## config.mk

```make
export PLATFORM = sky130hd
export DESIGN_NAME = voter_tally_flat
export DESIGN_NICKNAME = d
export VERILOG_FILES = /design/src/rtl/voter_tally_if.sv /design/src/rtl/voter_tally.sv /design/src/flat_wrapper.sv
export SDC_FILE = /design/constraint.sdc
export NUM_CORES = 1
export LEC_CHECK = 0
export ABC_AREA = 1
export CORE_MARGIN = 2
export CORE_UTILIZATION = 45
export CTS_CLUSTER_DIAMETER = 100
export DETAILED_ROUTE_END_ITERATION = 8
export GPL_ROUTABILITY_DRIVEN = 0
export PLACE_DENSITY = 0.69
export SYNTH_ARGS = -nofsm -noshare
export SYNTH_HDL_FRONTEND = slang
export SYNTH_SLANG_ARGS = --single-unit
export TNS_END_PERCENT = 20
```

## constraint.sdc

```tcl
create_clock -name clk -period 4.4 [get_ports clk]
set_input_delay 0.44 -clock clk [delete_from_list [all_inputs] [get_ports clk]]
set_output_delay 0.44 -clock clk [all_outputs]
set_load 0.05 [all_outputs]
```

## src/rtl/voter_tally_if.sv

```systemverilog
// Ballot bus between the voter input logic and the tally block.
// The slave side is the tally; the master side drives ballots and consumes the verdict.
interface voter_tally_if #(
    parameter int N_VOTERS = 4
);
    localparam int CW = $clog2(N_VOTERS + 1);

    logic                start;
    logic                close;
    logic [N_VOTERS-1:0] vote_valid;
    logic [N_VOTERS-1:0] vote_yes;
    logic                busy;
    logic [N_VOTERS-1:0] voted;
    logic [CW-1:0]       yes_cnt;
    logic [CW-1:0]       no_cnt;
    logic                done;
    logic                pass;
    logic                tie;
    logic                timed_out;
    logic                dup_err;

    modport master (
        output start, close, vote_valid, vote_yes,
        input  busy, voted, yes_cnt, no_cnt, done, pass, tie, timed_out, dup_err
    );

    modport slave (
        input  start, close, vote_valid, vote_yes,
        output busy, voted, yes_cnt, no_cnt, done, pass, tie, timed_out, dup_err
    );
endinterface

```

## src/rtl/voter_tally.sv

```systemverilog
// Timed ballot over N_VOTERS lines: one vote per voter, closes on all-voted,
// explicit close or timeout, and registers tallies plus a pass/tie verdict.
module voter_lane (
    input  logic clk,
    input  logic rst_n,
    input  logic clear,
    input  logic open,
    input  logic vote_valid,
    input  logic vote_yes,
    output logic voted,
    output logic voted_nxt,
    output logic new_yes,
    output logic new_no,
    output logic dup
);
    logic accept;

    assign accept    = open && vote_valid && !voted;
    assign new_yes   = accept && vote_yes;
    assign new_no    = accept && !vote_yes;
    assign dup       = open && vote_valid && voted;
    assign voted_nxt = voted || accept;

    always_ff @(posedge clk or negedge rst_n) begin
        if (!rst_n)      voted <= 1'b0;
        else if (clear)  voted <= 1'b0;
        else if (accept) voted <= 1'b1;
    end
endmodule

module voter_tally #(
    parameter  int N_VOTERS = 4,
    parameter  int MODE     = 0,
    parameter  int TIMEOUT  = 16,
    localparam int CW       = $clog2(N_VOTERS + 1)
) (
    input logic           clk,
    input logic           rst_n,
    voter_tally_if.slave  bus
);
    localparam int TMAX = (TIMEOUT > 0) ? TIMEOUT - 1 : 0;
    localparam int TW   = (TMAX > 0) ? $clog2(TMAX + 1) : 1;

    typedef enum logic [1:0] {S_IDLE, S_OPEN, S_RESULT} state_t;

    state_t state_q, state_d;
    logic   clear, close_now, open;
    logic   all_voted, timeout_hit;
    logic   pass_d, tie_d;

    logic [N_VOTERS-1:0] voted_q, voted_nxt, new_yes, new_no, dup;
    logic [CW-1:0]       y_add, n_add, y_fin, n_fin;
    logic [TW-1:0]       timer;

    assign open = (state_q == S_OPEN);

    for (genvar i = 0; i < N_VOTERS; i++) begin : g_lane
        voter_lane u_lane (
            .clk        (clk),
            .rst_n      (rst_n),
            .clear      (clear),
            .open       (open),
            .vote_valid (bus.vote_valid[i]),
            .vote_yes   (bus.vote_yes[i]),
            .voted      (voted_q[i]),
            .voted_nxt  (voted_nxt[i]),
            .new_yes    (new_yes[i]),
            .new_no     (new_no[i]),
            .dup        (dup[i])
        );
    end

    // Popcounts of this cycle's accepted votes; the final tally includes them.
    always_comb begin
        y_add = '0;
        n_add = '0;
        for (int i = 0; i < N_VOTERS; i++) begin
            y_add = y_add + CW'(new_yes[i]);
            n_add = n_add + CW'(new_no[i]);
        end
    end

    assign y_fin       = bus.yes_cnt + y_add;
    assign n_fin       = bus.no_cnt + n_add;
    assign all_voted   = &voted_nxt;
    assign timeout_hit = (TIMEOUT != 0) && (timer == TW'(TMAX));

    if (MODE == 0) begin : g_simple
        assign pass_d = {1'b0, y_fin} > {1'b0, n_fin};
        assign tie_d  = (y_fin == n_fin);
    end else if (MODE == 1) begin : g_absolute
        assign pass_d = {y_fin, 1'b0} > (CW+1)'(N_VOTERS);
        assign tie_d  = 1'b0;
    end else begin : g_unanimous
        assign pass_d = ({1'b0, y_fin} == (CW+1)'(N_VOTERS));
        assign tie_d  = 1'b0;
    end

    always_ff @(posedge clk or negedge rst_n) begin
        if (!rst_n) state_q <= S_IDLE;
        else        state_q <= state_d;
    end

    always_comb begin
        state_d   = state_q;
        clear     = 1'b0;
        close_now = 1'b0;
        case (state_q)
            S_IDLE, S_RESULT: begin
                if (bus.start) begin
                    clear   = 1'b1;
                    state_d = S_OPEN;
                end
            end
            S_OPEN: begin
                if (all_voted || bus.close || timeout_hit) begin
                    close_now = 1'b1;
                    state_d   = S_RESULT;
                end
            end
            default: state_d = S_IDLE;
        endcase
    end

    always_ff @(posedge clk or negedge rst_n) begin
        if (!rst_n)     timer <= '0;
        else if (clear) timer <= '0;
        else if (open)  timer <= timer + 1'b1;
    end

    always_ff @(posedge clk or negedge rst_n) begin
        if (!rst_n) begin
            bus.yes_cnt   <= '0;
            bus.no_cnt    <= '0;
            bus.done      <= 1'b0;
            bus.pass      <= 1'b0;
            bus.tie       <= 1'b0;
            bus.timed_out <= 1'b0;
            bus.dup_err   <= 1'b0;
        end else begin
            bus.done <= 1'b0;
            if (clear) begin
                bus.yes_cnt   <= '0;
                bus.no_cnt    <= '0;
                bus.pass      <= 1'b0;
                bus.tie       <= 1'b0;
                bus.timed_out <= 1'b0;
                bus.dup_err   <= 1'b0;
            end else if (open) begin
                bus.yes_cnt <= y_fin;
                bus.no_cnt  <= n_fin;
                if (|dup) bus.dup_err <= 1'b1;
                if (close_now) begin
                    bus.done      <= 1'b1;
                    bus.pass      <= pass_d;
                    bus.tie       <= tie_d;
                    // Timer only gets the credit when nothing else closed the ballot.
                    bus.timed_out <= timeout_hit && !all_voted && !bus.close;
                end
            end
        end
    end

    assign bus.busy  = open;
    assign bus.voted = voted_q;
endmodule
```

## src/flat_wrapper.sv

```systemverilog
// flat-port wrapper written by rule: the top's interface ports become plain ports
module voter_tally_flat 
#(
    parameter  int N_VOTERS = 4,
    parameter  int MODE     = 0,
    parameter  int TIMEOUT  = 16,
    localparam int CW       = $clog2(N_VOTERS + 1)
)
  (clk, rst_n, bus_start, bus_close, bus_vote_valid, bus_vote_yes, bus_busy, bus_voted, bus_yes_cnt, bus_no_cnt, bus_done, bus_pass, bus_tie, bus_timed_out, bus_dup_err);
  voter_tally_if #(.N_VOTERS(N_VOTERS)) bus_i ();
  input logic clk;
  input logic rst_n;
  input wire logic [$bits(bus_i.start)-1:0] bus_start;
  input wire logic [$bits(bus_i.close)-1:0] bus_close;
  input wire logic [$bits(bus_i.vote_valid)-1:0] bus_vote_valid;
  input wire logic [$bits(bus_i.vote_yes)-1:0] bus_vote_yes;
  output wire logic [$bits(bus_i.busy)-1:0] bus_busy;
  output wire logic [$bits(bus_i.voted)-1:0] bus_voted;
  output wire logic [$bits(bus_i.yes_cnt)-1:0] bus_yes_cnt;
  output wire logic [$bits(bus_i.no_cnt)-1:0] bus_no_cnt;
  output wire logic [$bits(bus_i.done)-1:0] bus_done;
  output wire logic [$bits(bus_i.pass)-1:0] bus_pass;
  output wire logic [$bits(bus_i.tie)-1:0] bus_tie;
  output wire logic [$bits(bus_i.timed_out)-1:0] bus_timed_out;
  output wire logic [$bits(bus_i.dup_err)-1:0] bus_dup_err;
  assign bus_i.start = bus_start;
  assign bus_i.close = bus_close;
  assign bus_i.vote_valid = bus_vote_valid;
  assign bus_i.vote_yes = bus_vote_yes;
  assign bus_busy = bus_i.busy;
  assign bus_voted = bus_i.voted;
  assign bus_yes_cnt = bus_i.yes_cnt;
  assign bus_no_cnt = bus_i.no_cnt;
  assign bus_done = bus_i.done;
  assign bus_pass = bus_i.pass;
  assign bus_tie = bus_i.tie;
  assign bus_timed_out = bus_i.timed_out;
  assign bus_dup_err = bus_i.dup_err;
  voter_tally #(.N_VOTERS(N_VOTERS), .MODE(MODE), .TIMEOUT(TIMEOUT)) u_core (.clk(clk), .rst_n(rst_n), .bus(bus_i));
endmodule
```

==> results <==
- The run finished with clean final reports.
- Across the VDD grid, the largest voltage drop is about 0.00046 V.
- The number of port buffers is 27.
- The count of nets left with antenna violations once routing finished came out at 0.
- The floorplan step set the die height to 57.7 microns.
- After synthesis the netlist holds a flip-flop and latch count of 21.
- The first detailed-routing pass took 4 iterations.
- The overall routing resource usage is 0.193.
- The post-layout net count is 201.
- The slowest cell on the critical path is sky130_fd_sc_hd__dfrtp_1.
- The final instance area is about 1600 sq um.
- The core area is around 2800 sq um.
- The number of cells on the worst reg-to-reg path is 19.
- The share of the Yosys chip area taken by registers is 0.405.
- The number of remaining DRC errors is 0.
- For this design, the CTS-stage hold fixing added 0 buffers.
- Summing every instance area after synthesis gives 1300 sq um.
- The synthesized instance count is roughly 150.
- After the first detailed-routing iteration, the DRC count stood at 30.
- The critical path goes through inv_1 > nor2_2 > nand3_1 > nor2_1 > ha_1 > inv_1 > fa_1 > inv_1 > ha_1 > inv_1 > fa_1 > xor2_1 > xor2_1 > inv_1 > ha_1 > and3_2 > a21oi_1 > nand3_1 > nand2_1.
- The number of top-level pins is 28.
- The initial antenna violation count is 0.
- The startpoint class of the critical path is a flop.
- The number of H-tree levels is 1.
- The Yosys warning count is 0.
- The total overflow left after global routing is 0.
- The headroom to the max-slew limit is 0.377.
- The count of maximum capacitance violations is 0.
- The total power draw is 1.05 mW.
- Setup repair after global routing left no endpoint under its margin.
- The maximum number of pins on one net before global-route repair is 22.
- The clock insertion delay at the later pin of the skew report is 300 ps.
- The worst path arrival time is 3910 ps.
- The clock transition at the register clock pins on the worst setup and hold paths after CTS is approximately 130 ps.
- The number of antenna diodes in the final layout is 0.
- The post-route worst hold slack is 476 ps.
- In the routed layout, each cell is associated on average with a via count of roughly 5.2.
- In the layout the commonest cells are sky130_fd_sc_hd__clkdlybuf4s50_1 (27), sky130_fd_sc_hd__inv_1 (26), sky130_fd_sc_hd__dfrtp_1 (21).
- The final number of hold-violating endpoints was 0.
- The CTS root buffer is sky130_fd_sc_hd__clkbuf_4.
- Once the clock tree was built, the resizer swapped 0 gates to a different size.
- The part of the cycle the worst path needs is 0.831.
- The first-pass GRT wire length is ~4900 microns.
- The non-filler instance count after layout is approximately 200.
- The starting density of the core is 0.471.
- The final-layout setup total negative slack is 0 ps.
- The area growth from synthesis to layout is 23.6%.
- For this block, the routed nets add up to roughly 2800 microns of wire.
- Of all nets on the critical path, the largest fanout is 6.
- The site row count is 19.
- In this design, the stage delay of the slowest critical-path cell is 480 ps.
- After synthesis, the netlist uses 25 different library cells.
- The number of setup buffers added after CTS is 0.
- The CTS tree is yes.
- Detailed placement finished with a half-perimeter wire length of 2200 microns.
- The number of clock sinks is 21.
- After detailed routing, the average wire length per cell comes to 13.8 microns.
- The data required time of the critical path is 4660 ps.
- The most common library cell in the layout ignoring fill and taps is sky130_fd_sc_hd__clkdlybuf4s50_1.
- The path category of the worst min-delay check is flop to flop.
- The total power divided by cell area is 656 nW/um^2.
- Averaged over all synthesized cells, the footprint is 8.84 sq um.
- The worst path needs 3660 ps of the cycle, external delays included.
- Along the worst hold path, the cell count comes to 1.
- The instance area after placement is approximately 1600 sq um.
- Including well taps, the total number of placed cells is ~200.
- The horizontal extent of the die is 57.7 microns.
- STA classifies the critical path endpoint as a flop.
- Setup violations remaining at the end of the flow were counted as 0.
- The total die area is 3330 sq um.
- The leakage power total is 0.805 nW.
- The number of global-route vias before repair was around 1100.
- At the pin with the least slew margin, the transition time is 932 ps.
- The fraction of final layout cells sized beyond drive strength 1 is 0.0977.
- Counting along the longest clock path gives a buffer depth of 2.
- The start-to-end type of the worst setup path is flop to flop.
- The most numerous cell on the critical path is sky130_fd_sc_hd__inv_1.
- The largest clock skew in the final design is 5.51 ps.
- The CTS buffer count is 3.
- The total number of vias is 1064.
- Timing would allow up to ~270 MHz.
- The number of nets handed over by synthesis was 173.
- The number of pins with negative max-slew slack in the final report came to 0.
[layout make-up]
type	instances	area, sq um
Fill cell	256	1150
Clock buffer	3	22.5
Tap cell	31	38.8
Inverter	30	113
Sequential cell	21	526
Clock inverter	1	5.00
Timing Repair Buffer	28	278
Multi-Input combinational cell	91	623
[registers in the layout, indices dropped and copies added (netlist names)]
name and cells:
u_core.g_lane.u_lane.voted 4, u_core.timer 4, u_core.bus.no_cnt 3, u_core.bus.yes_cnt 3
u_core.state_q 2, u_core.bus.done 1, u_core.bus.dup_err 1, u_core.bus.pass 1
u_core.bus.tie 1, u_core.bus.timed_out 1
[worst max-delay path, delay by kind of cell (launching register included)]
kind                       cells  cell delay, ps
AOI/OAI and AO/OA              1             130
xor gates and xnor gates       2             380
adders and majority gates      5            1490
buffers and inverters          5             360
DFF                            1             480
and+or+nand+nor                6             780
[cells in the mapped netlist]
master,n,area [sq um]
sky130_fd_sc_hd__xnor2_1,3,26.3
sky130_fd_sc_hd__nand2_4,1,11.3
sky130_fd_sc_hd__nand3_4,1,17.5
sky130_fd_sc_hd__nand3b_1,1,7.51
sky130_fd_sc_hd__a22o_1,1,8.76
sky130_fd_sc_hd__inv_2,4,15.0
sky130_fd_sc_hd__o31ai_1,1,7.51
sky130_fd_sc_hd__buf_4,5,37.5
sky130_fd_sc_hd__nor2_2,2,12.5
sky130_fd_sc_hd__inv_1,26,97.6
sky130_fd_sc_hd__xor2_1,2,17.5
sky130_fd_sc_hd__o21ai_0,6,30.0
sky130_fd_sc_hd__nand3_1,14,70.1
sky130_fd_sc_hd__and3_2,1,7.51
sky130_fd_sc_hd__nand3_2,1,10.0
sky130_fd_sc_hd__fa_1,4,80.1
sky130_fd_sc_hd__nand2_1,18,67.6
sky130_fd_sc_hd__ha_1,10,125
sky130_fd_sc_hd__nand2_2,2,12.5
sky130_fd_sc_hd__a211o_1,1,8.76
sky130_fd_sc_hd__o21ai_1,2,10.0
sky130_fd_sc_hd__a21oi_1,8,40.0
sky130_fd_sc_hd__dfrtp_1,21,526
sky130_fd_sc_hd__o22ai_1,3,18.8
sky130_fd_sc_hd__nor2_1,9,33.8
[power by group]
part / internal [mW] / leakage (nW) / switching, mW
Clock: 0.0339 / 0.0177 / 0.0626
Sequential: 0.256 / 0.276 / 0.0483
Combinational: 0.237 / 0.511 / 0.415
Total: 0.527 / 0.805 / 0.526
[per-layer routing]
| metal | up-vias | wire, microns | track usage | part of all wire |
|---|---|---|---|---|
| li1 | 521 | - | - | - |
| met1 | 509 | 1240 | 0.240 | 0.44 |
| met2 | 30 | 1420 | 0.338 | 0.50 |
| met3 | 4 | 123 | 0.0223 | 0.044 |
| met4 | 0 | 36 | 0.0831 | 0.013 |
| met5 | - | 0 | 0 | 0 |
[metrics by stage]
step	util	setup WS [ps]
after CTS	0.582	714
after global routing	0.582	390
final	0.582	745
after detailed placement	0.572	575
after global placement	0.572	680
after floorplan	-	836
[worst paths after layout]
path                                                 end               from  slack (ps)
min                                      u_core.timer[3]    u_core.timer[3]         480
min in group asynchronous  u_core.g_lane[2].u_lane.voted              rst_n         630
max in group asynchronous  u_core.g_lane[0].u_lane.voted              rst_n        3190
max reg2reg                              u_core.bus.pass  u_core.state_q[0]         740
max                                      u_core.bus.pass  u_core.state_q[0]         740
min reg2reg                              u_core.timer[3]    u_core.timer[3]         480
[logic make-up after synthesis]
| family | share of synthesized area |
|---|---|
| AND/OR/NAND/NOR | 0.193 |
| buffers and inverters | 0.116 |
| AO/OA/AOI/OAI | 0.0954 |
| flip-flops | 0.405 |
| adder cells (fa/ha/maj) | 0.158 |
| XOR/XNOR | 0.0337 |
(Power assumes the default switching activity.)
